--- src/rtl/coherence_bus_ctrl.sv ---
// Two-core coherence bus controller: arbitrates I/D cache requests onto one RAM port,
// snooping the other core on coherent reads and forwarding its dirty data cache-to-cache.
module coherence_bus_ctrl (
  input  logic        CLK,
  input  logic        nRST,
  input  logic [1:0]  iREN,
  input  logic [1:0]  dREN,
  input  logic [1:0]  dWEN,
  input  logic [1:0]  cctrans,
  input  logic [1:0]  ccwrite,
  input  logic [31:0] iaddr [2],
  input  logic [31:0] daddr [2],
  input  logic [31:0] dstore [2],
  output logic [1:0]  iwait,
  output logic [1:0]  dwait,
  output logic [31:0] iload [2],
  output logic [31:0] dload [2],
  output logic [1:0]  ccwait,
  output logic [1:0]  ccinv,
  output logic [31:0] ccsnoopaddr [2],
  output logic [31:0] ramaddr,
  output logic [31:0] ramstore,
  output logic        ramREN,
  output logic        ramWEN,
  input  logic [31:0] ramload,
  input  logic [1:0]  ramstate
);

  typedef enum logic [2:0] {
    IDLE, MEMWR, SNOOP, C2C1, C2C2, RAMRD1, RAMRD2, IFETCH
  } state_t;

  localparam logic [1:0] RAM_ACCESS = 2'd2;

  state_t state_q, state_d;
  logic   ptr_q, ptr_d;
  logic   r_q, r_d;
  logic   inv_q, inv_d;
  logic   s;
  logic   gnt;
  logic   access;
  logic   data_held;
  logic [1:0] dreq;

  assign s         = ~r_q;
  assign access    = (ramstate == RAM_ACCESS);
  assign data_held = dREN[r_q] | dWEN[r_q];
  assign dreq      = dREN | dWEN;

  always_ff @(posedge CLK or negedge nRST) begin
    if (!nRST) begin
      state_q <= IDLE;
      ptr_q   <= 1'b0;
      r_q     <= 1'b0;
      inv_q   <= 1'b0;
    end else begin
      state_q <= state_d;
      ptr_q   <= ptr_d;
      r_q     <= r_d;
      inv_q   <= inv_d;
    end
  end

  always_comb begin
    state_d = state_q;
    ptr_d   = ptr_q;
    r_d     = r_q;
    inv_d   = inv_q;
    gnt     = ptr_q;
    case (state_q)
      IDLE: begin
        // Data traffic always wins over instruction fetches; ptr only breaks same-class ties.
        if (|dreq) begin
          gnt   = (&dreq) ? ptr_q : dreq[1];
          r_d   = gnt;
          inv_d = ccwrite[gnt];
          if (dWEN[gnt])         state_d = MEMWR;
          else if (cctrans[gnt]) state_d = SNOOP;
          else                   state_d = RAMRD1;
        end else if (|iREN) begin
          gnt     = (&iREN) ? ptr_q : iREN[1];
          r_d     = gnt;
          inv_d   = 1'b0;
          state_d = IFETCH;
        end
      end
      MEMWR:  if (!data_held || access) state_d = IDLE;
      SNOOP: begin
        if (!data_held)      state_d = IDLE;
        else if (cctrans[s]) state_d = C2C1;
        else                 state_d = RAMRD1;
      end
      C2C1:   if (!data_held) state_d = IDLE; else if (access) state_d = C2C2;
      C2C2:   if (!data_held || access) state_d = IDLE;
      RAMRD1: if (!data_held) state_d = IDLE; else if (access) state_d = RAMRD2;
      RAMRD2: if (!data_held || access) state_d = IDLE;
      IFETCH: if (!iREN[r_q] || access) state_d = IDLE;
      default: state_d = IDLE;
    endcase
    if (state_q != IDLE && state_d == IDLE) ptr_d = ~r_q;
  end

  always_comb begin
    iwait          = 2'b11;
    dwait          = 2'b11;
    ccwait         = 2'b00;
    ccinv          = 2'b00;
    ccsnoopaddr[0] = '0;
    ccsnoopaddr[1] = '0;
    iload[0]       = '0;
    iload[1]       = '0;
    dload[0]       = '0;
    dload[1]       = '0;
    ramaddr        = '0;
    ramstore       = '0;
    ramREN         = 1'b0;
    ramWEN         = 1'b0;
    // A requester that drops its request gets nothing more: outputs stay at defaults.
    case (state_q)
      MEMWR: if (data_held) begin
        ramWEN   = 1'b1;
        ramaddr  = daddr[r_q];
        ramstore = dstore[r_q];
        if (access) dwait[r_q] = 1'b0;
      end
      SNOOP: if (data_held) begin
        ccwait[s]      = 1'b1;
        ccinv[s]       = inv_q;
        ccsnoopaddr[s] = daddr[r_q];
      end
      C2C1, C2C2: if (data_held) begin
        ccwait[s]      = 1'b1;
        ccinv[s]       = inv_q;
        ccsnoopaddr[s] = daddr[r_q];
        dload[r_q]     = dstore[s];
        ramWEN         = 1'b1;
        ramaddr        = daddr[s];
        ramstore       = dstore[s];
        if (access) begin
          dwait[r_q] = 1'b0;
          dwait[s]   = 1'b0;
        end
      end
      RAMRD1, RAMRD2: if (data_held) begin
        ramREN     = 1'b1;
        ramaddr    = daddr[r_q];
        dload[r_q] = ramload;
        if (access) dwait[r_q] = 1'b0;
      end
      IFETCH: if (iREN[r_q]) begin
        ramREN     = 1'b1;
        ramaddr    = iaddr[r_q];
        iload[r_q] = ramload;
        if (access) iwait[r_q] = 1'b0;
      end
      default: ;
    endcase
  end

endmodule

--- config.mk ---
export PLATFORM = sky130hd
export DESIGN_NAME = coherence_bus_ctrl
export DESIGN_NICKNAME = d
export VERILOG_FILES = /design/src/rtl/coherence_bus_ctrl.sv
export SDC_FILE = /design/constraint.sdc
export NUM_CORES = 1
export LEC_CHECK = 0
export ABC_AREA = 1
export BUFFER_PORTS_ARGS = -buffer_cell sky130_fd_sc_hd__buf_2
export CORE_AREA = 10 10 187 189
export DETAILED_ROUTE_END_ITERATION = 7
export DIE_AREA = 0 0 197 199
export GPL_ROUTABILITY_DRIVEN = 0
export HOLD_SLACK_MARGIN = 0.05
export PLACE_DENSITY = 0.41
export SYNTH_ARGS = -nofsm -noshare
export SYNTH_HDL_FRONTEND = slang
export SYNTH_SLANG_ARGS = --single-unit
--- constraint.sdc ---
create_clock -name CLK -period 3.8 [get_ports CLK]
set_input_delay 0.76 -clock CLK [delete_from_list [all_inputs] [get_ports CLK]]
set_output_delay 0.76 -clock CLK [all_outputs]
set_load 0.05 [all_outputs]
# After elaboration in Yosys (flattened, before gate mapping)
# Cells that the tools add are included.
# Widths: inputs -> output; s select.
[word_totals]
regBits = 6
in_bits = 238
out_inout_bits = 266
elab_cells = 142
[op_classes]
order_cmp = 9
n_eq_ne = 8
n_mux = 85
bitwise_logic = 12
n_reduce_logical = 24
[ops]
columns = ["op", "n"]
rows = [
  ["$mux 32", 22],
  ["$mux 64", 6],
  ["$and 64x64->64", 3],
  ["$pmux 64 s2", 1],
  ["$pmux 32 s3", 1],
  ["$demux 32 s1", 2],
  ["$pmux 32 s2", 1],
  ["$mux 3", 12],
  ["$mux 1", 25],
  ["$mux 2", 10],
  ["$pmux 3 s6", 1],
  ["$eq 3x3->1 const B", 4],
  ["$reduce_or 3->1", 4],
  ["$reduce_or 2->1", 4],
  ["$eq 3x2->1 const B", 2],
  ["$logic_not 3->1", 2],
  ["$lt 1x2->1 const B", 3],
  ["$reduce_and 2->1", 3],
  ["$logic_and 1x1->1", 5],
  ["$and 2x2->2", 2],
  ["$ge 2x2->1 const B", 2],
  ["$lt 2x1->1 const B", 2],
  ["$not 1->2", 2],
  ["$not 2->2", 2],
  ["other kinds (13)", 17],
]

# Longest topological paths before layout
# Gate-level depths: netlist of run 1.
[logic_depth]
word_depth = 11
depth_mapped = 12
mapped_depth_nobuf = 11

# Worst setup path after synthesis of run 1
# Ideal clock, no wire load.
[synth_timing]
path_kind = "input to output"
startpoint = "input dWEN[1]"
endpoint = "output dload[63] (netlist bit)"
arrival_time_ps = 2644
required_time_ps = 3040
setup_slack_ps = 396
cell_stages = 7
path_buffers = 1
path_cell_list = "inv_1 -> nand2_1 -> nand2_2 -> nand2_2 -> buf_4 -> nand2_1 -> o32ai_1"
[synth_lines]
columns = ["element", "line_no", "rtl"]
rows = [
  ["start: declaration", "8", "input logic [1:0] dWEN,"],
  ["end: declaration", "17", "output logic [31:0] dload [2],"],
]

==> flow_metrics.env, run 1 <==
export IMPL_holdWs_ns=0.3498
export IMPL_synth_net_count=1196
export IMPL_port_buffers=503
export IMPL_maxCapViolations=0
export IMPL_core_area_um2=31230
export IMPL_max_slew_margin_pct=46.66
export IMPL_ys_warn_count=0
export IMPL_cp_common_cell="nand2_1"
export IMPL_wl_met3_um=3377
export IMPL_setup_viol=0
export IMPL_powerDensity_nw_per_um2=822.1
export IMPL_cts_root_buf="clkbuf_16"
export IMPL_avgViaCountPerCell=4.700
export IMPL_ant_nets=0
export IMPL_worstPathArrival_ns=2.73
export IMPL_hp_class="input port to async pin"
export IMPL_detailedPlace_worstSlack_ns=0.3870
export IMPL_power_frac_comb_pct=95.1
export IMPL_holdBufCountCts=0
export IMPL_end_kind="output port"
export IMPL_cts_made_buffers=3
export IMPL_rows=65
export IMPL_seq_power_share_pct=2.2
export IMPL_syn_area_um2=4666
export IMPL_p_int_mw=1.667
export IMPL_grt_pass1_vias=8748
export IMPL_ios=504
export IMPL_cts_setup_buffers=0
export IMPL_syn_instance_count=958
export IMPL_met1_length_um=14260
export IMPL_synth_seq_cells=6
export IMPL_drc_errors=0
export IMPL_fin_util_pct=25.20
export IMPL_clkTransAtPathRegs_ns=0.03
export IMPL_worstPathMaxFanout=26
export IMPL_vias=8549
export IMPL_fin_ws_ns=0.3050
export IMPL_nets=1654
export IMPL_wl_um=37230
export IMPL_pwr_share_clk_pct=2.7
export IMPL_drive_above_1_share_pct=39.08
export IMPL_die_y_um=199
export IMPL_die_w_um=197
export IMPL_avgSynthCellArea_um2=4.870
export IMPL_leakage_nw=5.212
export IMPL_status="finished, final reports clean"
export IMPL_initial_core_util_pct=14.94
export IMPL_wl_met2_um=18680
export IMPL_fin_crit_sh_pct=91.97
export IMPL_grt_pass1_wl_um=53950
export IMPL_antenna_found_initial=2
export IMPL_placed_area_um2=7780
export IMPL_topRoutingLayerUsed="met4"
export IMPL_h_tree_depth=1
export IMPL_post_route_min_period_ns=3.495
export IMPL_p_sw_mw=4.802
export IMPL_fin_worst_skew_ns=0.002885
export IMPL_finalPower_mw=6.469
export IMPL_swShare_pct=74.23
export IMPL_critPathKind="flop to output port"
export IMPL_tns_ns=0
export IMPL_final_cells=1819
export IMPL_cpLargestDelayFamily="buffers and inverters"
export IMPL_syn_to_final_growth_pct=68.65
export IMPL_cp_data_required_time_ns=3.04
export IMPL_die_area_um2=39200
export IMPL_critPathLaunchType="flop"
export IMPL_hold_violations=0
export IMPL_drt_pass1_iter_count=5
export IMPL_ys_types=32
export IMPL_worst_slew_pin_slew_ns=0.7971
export IMPL_cts_sinks=6
export IMPL_fin_area_um2=7869
export IMPL_grt_max_degree=75
export IMPL_clock_path_buffers=2
export IMPL_clk_latency_ns=0.23
export IMPL_wl_per_cell_um=20.47
export IMPL_cts_tree="built"
export IMPL_max_stage_delay_ns=0.46
export IMPL_slowest_stage="dfrtp_1"
export IMPL_dpl_cell_count=1813
export IMPL_grt_usage_pct=17.44
export IMPL_peakVddDrop_v=0.0003398
export IMPL_drv_slew=0
export IMPL_drt_iter0_markers=479
export IMPL_grt_ovfl_total=0
export IMPL_hpwl_um=30880
export IMPL_crit_chain="nand2_1 -> inv_2 -> nand2_1 -> nand2_4 -> inv_4 -> o21ai_4 -> nand2_2 -> inv_2 -> nand2_1 -> inv_1 -> buf_2"
export IMPL_yosysSeqAreaShare_pct=3.218
export IMPL_worst_path_buf_inv=5
export IMPL_rsz0062_at_grt="false"
export IMPL_max_freq_ghz=0.2861
[final cells by class]
| cell class | count | area, µm² |
|---|---|---|
| Antenna cell | 2 | 5.005 |
| Multi-Input combinational cell | 677 | 3417 |
| Tap cell | 402 | 503.0 |
| Clock buffer | 4 | 78.83 |
| Inverter | 202 | 760.7 |
| Timing Repair Buffer | 526 | 2950 |
| Fill cell | 3763 | 23360 |
| Sequential cell | 6 | 153.9 |
[logic make-up after synthesis]
logic type,synth area share (%)
AOI/OAI and AO/OA,34.54
DFF,3.218
and+or+nand+nor,38.54
buffers and inverters,23.71
[state kept, by name (all words and copies together) (netlist names)]
signal   flops
inv_q        1
ptr_q        1
r_q          1
state_q      3
[cells in the final DEF (no fill, tap or decap), drive strengths merged]
cell     instances
nand2          290
buf            526
o21ai           27
nor3b            1
diode            2
o22ai           97
nor3             1
dfrtp            6
nand3b           1
o221ai          49
a32oi            8
o32ai            1
clkbuf           4
nand3           39
o2111ai          6
inv            202
o21bai           1
nand4            3
o211ai          10
nor2           113
a31oi            1
a21oi            6
a22oi           23
[synthesized netlist by cell type, drive strengths merged]
master,number,area (µm²)
a21oi,6,30.03
a22oi,23,172.7
a31oi,1,6.260
a32oi,8,70.07
buf,41,225.2
clkbuf,32,120.1
dfrtp,6,150.1
inv,202,760.7
nand2,290,1126
nand3,39,195.2
nand3b,1,7.510
nand4,3,18.77
nor2,113,426.7
nor3,1,5.000
nor3b,1,18.77
o2111ai,6,52.55
o211ai,10,75.07
o21ai,27,146.4
o21bai,1,7.510
o221ai,49,435.4
o22ai,97,606.8
o32ai,1,8.760
[path summary, 6_finish.rpt]
path                            cells after the start  slack, ns              end  startpoint
min in group CLK                                    2       0.55            ptr_q       ptr_q
max in group asynchronous                           1       3.28              r_q        nRST
worst max-delay path                               11       0.31  ccsnoopaddr[17]  state_q[0]
worst min-delay path                                1       0.35            inv_q        nRST
worst max register to register                      8       1.76            ptr_q         r_q
worst min register to register                      2       0.55            ptr_q       ptr_q
[layer usage]
metal  up-vias  track usage, %
met5         -               0
met4         0           4.899
met3        40           4.292
met2       445           32.23
met1      3994           19.30
li1       4070               -
[repair_timing]
action,CTS,global route
resized for setup,0,1
endpoints found under the setup margin,0,21
endpoints found under the hold margin,0,0
[power groups by stage]
stage | Sequential, mW | Combinational [mW] | Clock, mW
final | 0.144 | 6.15 | 0.176
after global routing | 0.152 | 6.55 | 0.184
after CTS | 0.142 | 6.21 | 0.178
after detailed placement | 0.144 | 6.19 | 0
after global placement | 0.142 | 6.19 | 0
after floorplan | 0.116 | 4.37 | 0
Note: power is estimated with default switching activity, not from simulation.
==> run 2, diff against run 1 <==
- CORE_AREA: 10 10 187 189 -> 4 4 192 194
- DIE_AREA: 0 0 197 199 -> 0 0 196 198
- HOLD_SLACK_MARGIN: 0.05 -> 0.03
- PLACE_DENSITY: 0.41 -> 0.38
==> run 2 against run 1 <==
  * Register-to-register slack better by 0.11 ns
  * Wire length shrank 8.1%
  * Clock skew up 0.0019 ns
  * Critical endpoint is now ccsnoopaddr[26]
  * Global-route usage fell by 1.4 points
  * Cell area down 1.2%
  * Flip-flop and latch count unchanged
==> flow_metrics.env, run 2 (synthesis gave the netlist of run 1 again) <==
export IMPL_max_freq_ghz=0.2881
export IMPL_final_common_cell="buf_2"
export IMPL_ios=504
export IMPL_hpwl_um=27380
export IMPL_cts_made_buffers=3
export IMPL_h_tree_depth=1
export IMPL_drt_iter0_markers=421
export IMPL_clock_path_buffers=2
export IMPL_post_route_min_period_ns=3.471
export IMPL_largest_register_ffs=3
export IMPL_r2r_start="r_q"
export IMPL_core_area_um2=35220
export IMPL_hold_violations=0
export IMPL_drv_slew=0
export IMPL_rows=69
export IMPL_drc_errors=0
export IMPL_slowest_stage="buf_4"
export IMPL_critPathLaunchType="input port"
export IMPL_status="finished, final reports clean"
export IMPL_wl_um=34220
export IMPL_fin_crit_sh_pct=91.35
export IMPL_worstPathMaxFanout=32
export IMPL_worst_slew_pin_slew_ns=0.6309
export IMPL_nets=1654
export IMPL_clkTransAtPathRegs_ns=0.04
export IMPL_die_w_um=196
export IMPL_cts_resized=0
export IMPL_avgViaCountPerCell=4.493
export IMPL_cts_setup_buffers=0
export IMPL_holdWs_ns=0.3514
export IMPL_grt_max_degree=61
export IMPL_die_y_um=198
export IMPL_top_register="state_q"
export IMPL_startpoint="dWEN[0]"
export IMPL_powerDensity_nw_per_um2=811.3
export IMPL_tns_ns=0
export IMPL_grt_ovfl_total=0
export IMPL_drt_pass1_iter_count=5
export IMPL_critPathKind="input port to output port"
export IMPL_cts_tree="built"
export IMPL_cts_root_buf="clkbuf_16"
export IMPL_grt_usage_pct=16.08
export IMPL_drive_above_1_share_pct=39.08
export IMPL_antenna_found_initial=2
export IMPL_die_area_um2=38810
export IMPL_fin_worst_skew_ns=0.004746
export IMPL_end_kind="output port"
export IMPL_holdBufCountCts=0
export IMPL_ant_nets=0
export IMPL_peakVddDrop_v=0.0002993
export IMPL_wl_per_cell_um=18.21
export IMPL_final_fill_count=4276
export IMPL_grt_pass1_wl_um=49890
export IMPL_maxCapViolations=0
export IMPL_leakage_nw=5.173
export IMPL_cp_data_required_time_ns=3.04
export IMPL_worstPathArrival_ns=2.71
export IMPL_max_slew_margin_pct=57.79
export IMPL_initial_core_util_pct=13.25
export IMPL_fin_util_pct=22.07
export IMPL_mostFrequentLayoutCells="500 x buf_2, 280 x nand2_1, 193 x inv_1"
export IMPL_syn_to_final_growth_pct=66.64
export IMPL_port_buffers=503
export IMPL_cts_sinks=6
export IMPL_grt_pass1_vias=8615
export IMPL_clk_latency_ns=0.23
export IMPL_rsz0062_at_grt="false"
export IMPL_vias=8443
export IMPL_crit_chain="buf_2 -> inv_1 -> nand2_1 -> nand2_2 -> inv_2 -> buf_4 -> nand2_2 -> inv_2 -> nand2_1 -> inv_1 -> buf_2"
export IMPL_hp_class="input port to async pin"
export IMPL_setup_viol=0
export IMPL_max_stage_delay_ns=0.42
run 2: layout make-up:
class | count | area (µm²) | area share, %
multi-input combinational | 677 | 3412 | 43.88
antenna | 3 | 7.507 | 0.09656
clock buffer | 4 | 78.83 | 1.014
timing repair buffer | 526 | 2785 | 35.82
inverter | 202 | 760.7 | 9.784
sequential | 6 | 153.9 | 1.979
tap | 461 | 576.8 | 7.419
run 2: report_power, final:
group          total (mW)  switching [mW]  internal [mW]
sequential          0.146          0.0472         0.0986
clock               0.174          0.0353          0.139
combinational        5.99            4.66           1.33
total                6.31            4.74           1.56
run 2: layer usage:
| layer | vias up | track usage, % | part of all wire, % |
|---|---|---|---|
| li1 | 4075 | - | - |
| met1 | 3894 | 18.92 | 39 |
| met2 | 431 | 30.28 | 50 |
| met3 | 43 | 2.348 | 7.8 |
| met4 | 0 | 4.500 | 2.5 |
| met5 | - | 0 | 0 |
run 2: metrics by stage:
step | cells | total power, mW | instance area, µm² | worst slack [ns]
3_3_place_gp | 1872 | 6.210 | 7689 | 0.2887
6_report | 1879 | 6.308 | 7775 | 0.3288
4_1_cts | 1876 | 6.381 | 7767 | 0.2556
3_5_place_dp | 1872 | 6.190 | 7689 | 0.2758
2_1_floorplan | 958 | 4.490 | 4666 | 0.3956
5_1_grt | 1878 | 6.735 | 7772 | 0.07436
run 2: worst paths after layout:
| kind | end | slack, ns | depth (start not counted) |
|---|---|---|---|
| max | ccsnoopaddr[26] | 0.33 | 11 |
| min | inv_q | 0.35 | 1 |
| max reg2reg | ptr_q | 1.87 | 8 |
| min reg2reg | ptr_q | 0.58 | 2 |
| max in group asynchronous | r_q | 3.28 | 1 |
| min in group CLK | ptr_q | 0.58 | 2 |
run 2: worst max-delay path, delay by kind of cell:
family | cells | cell delay (ns)
and+or+nand+nor | 4 | 0.44
buffers and inverters | 7 | 1.49
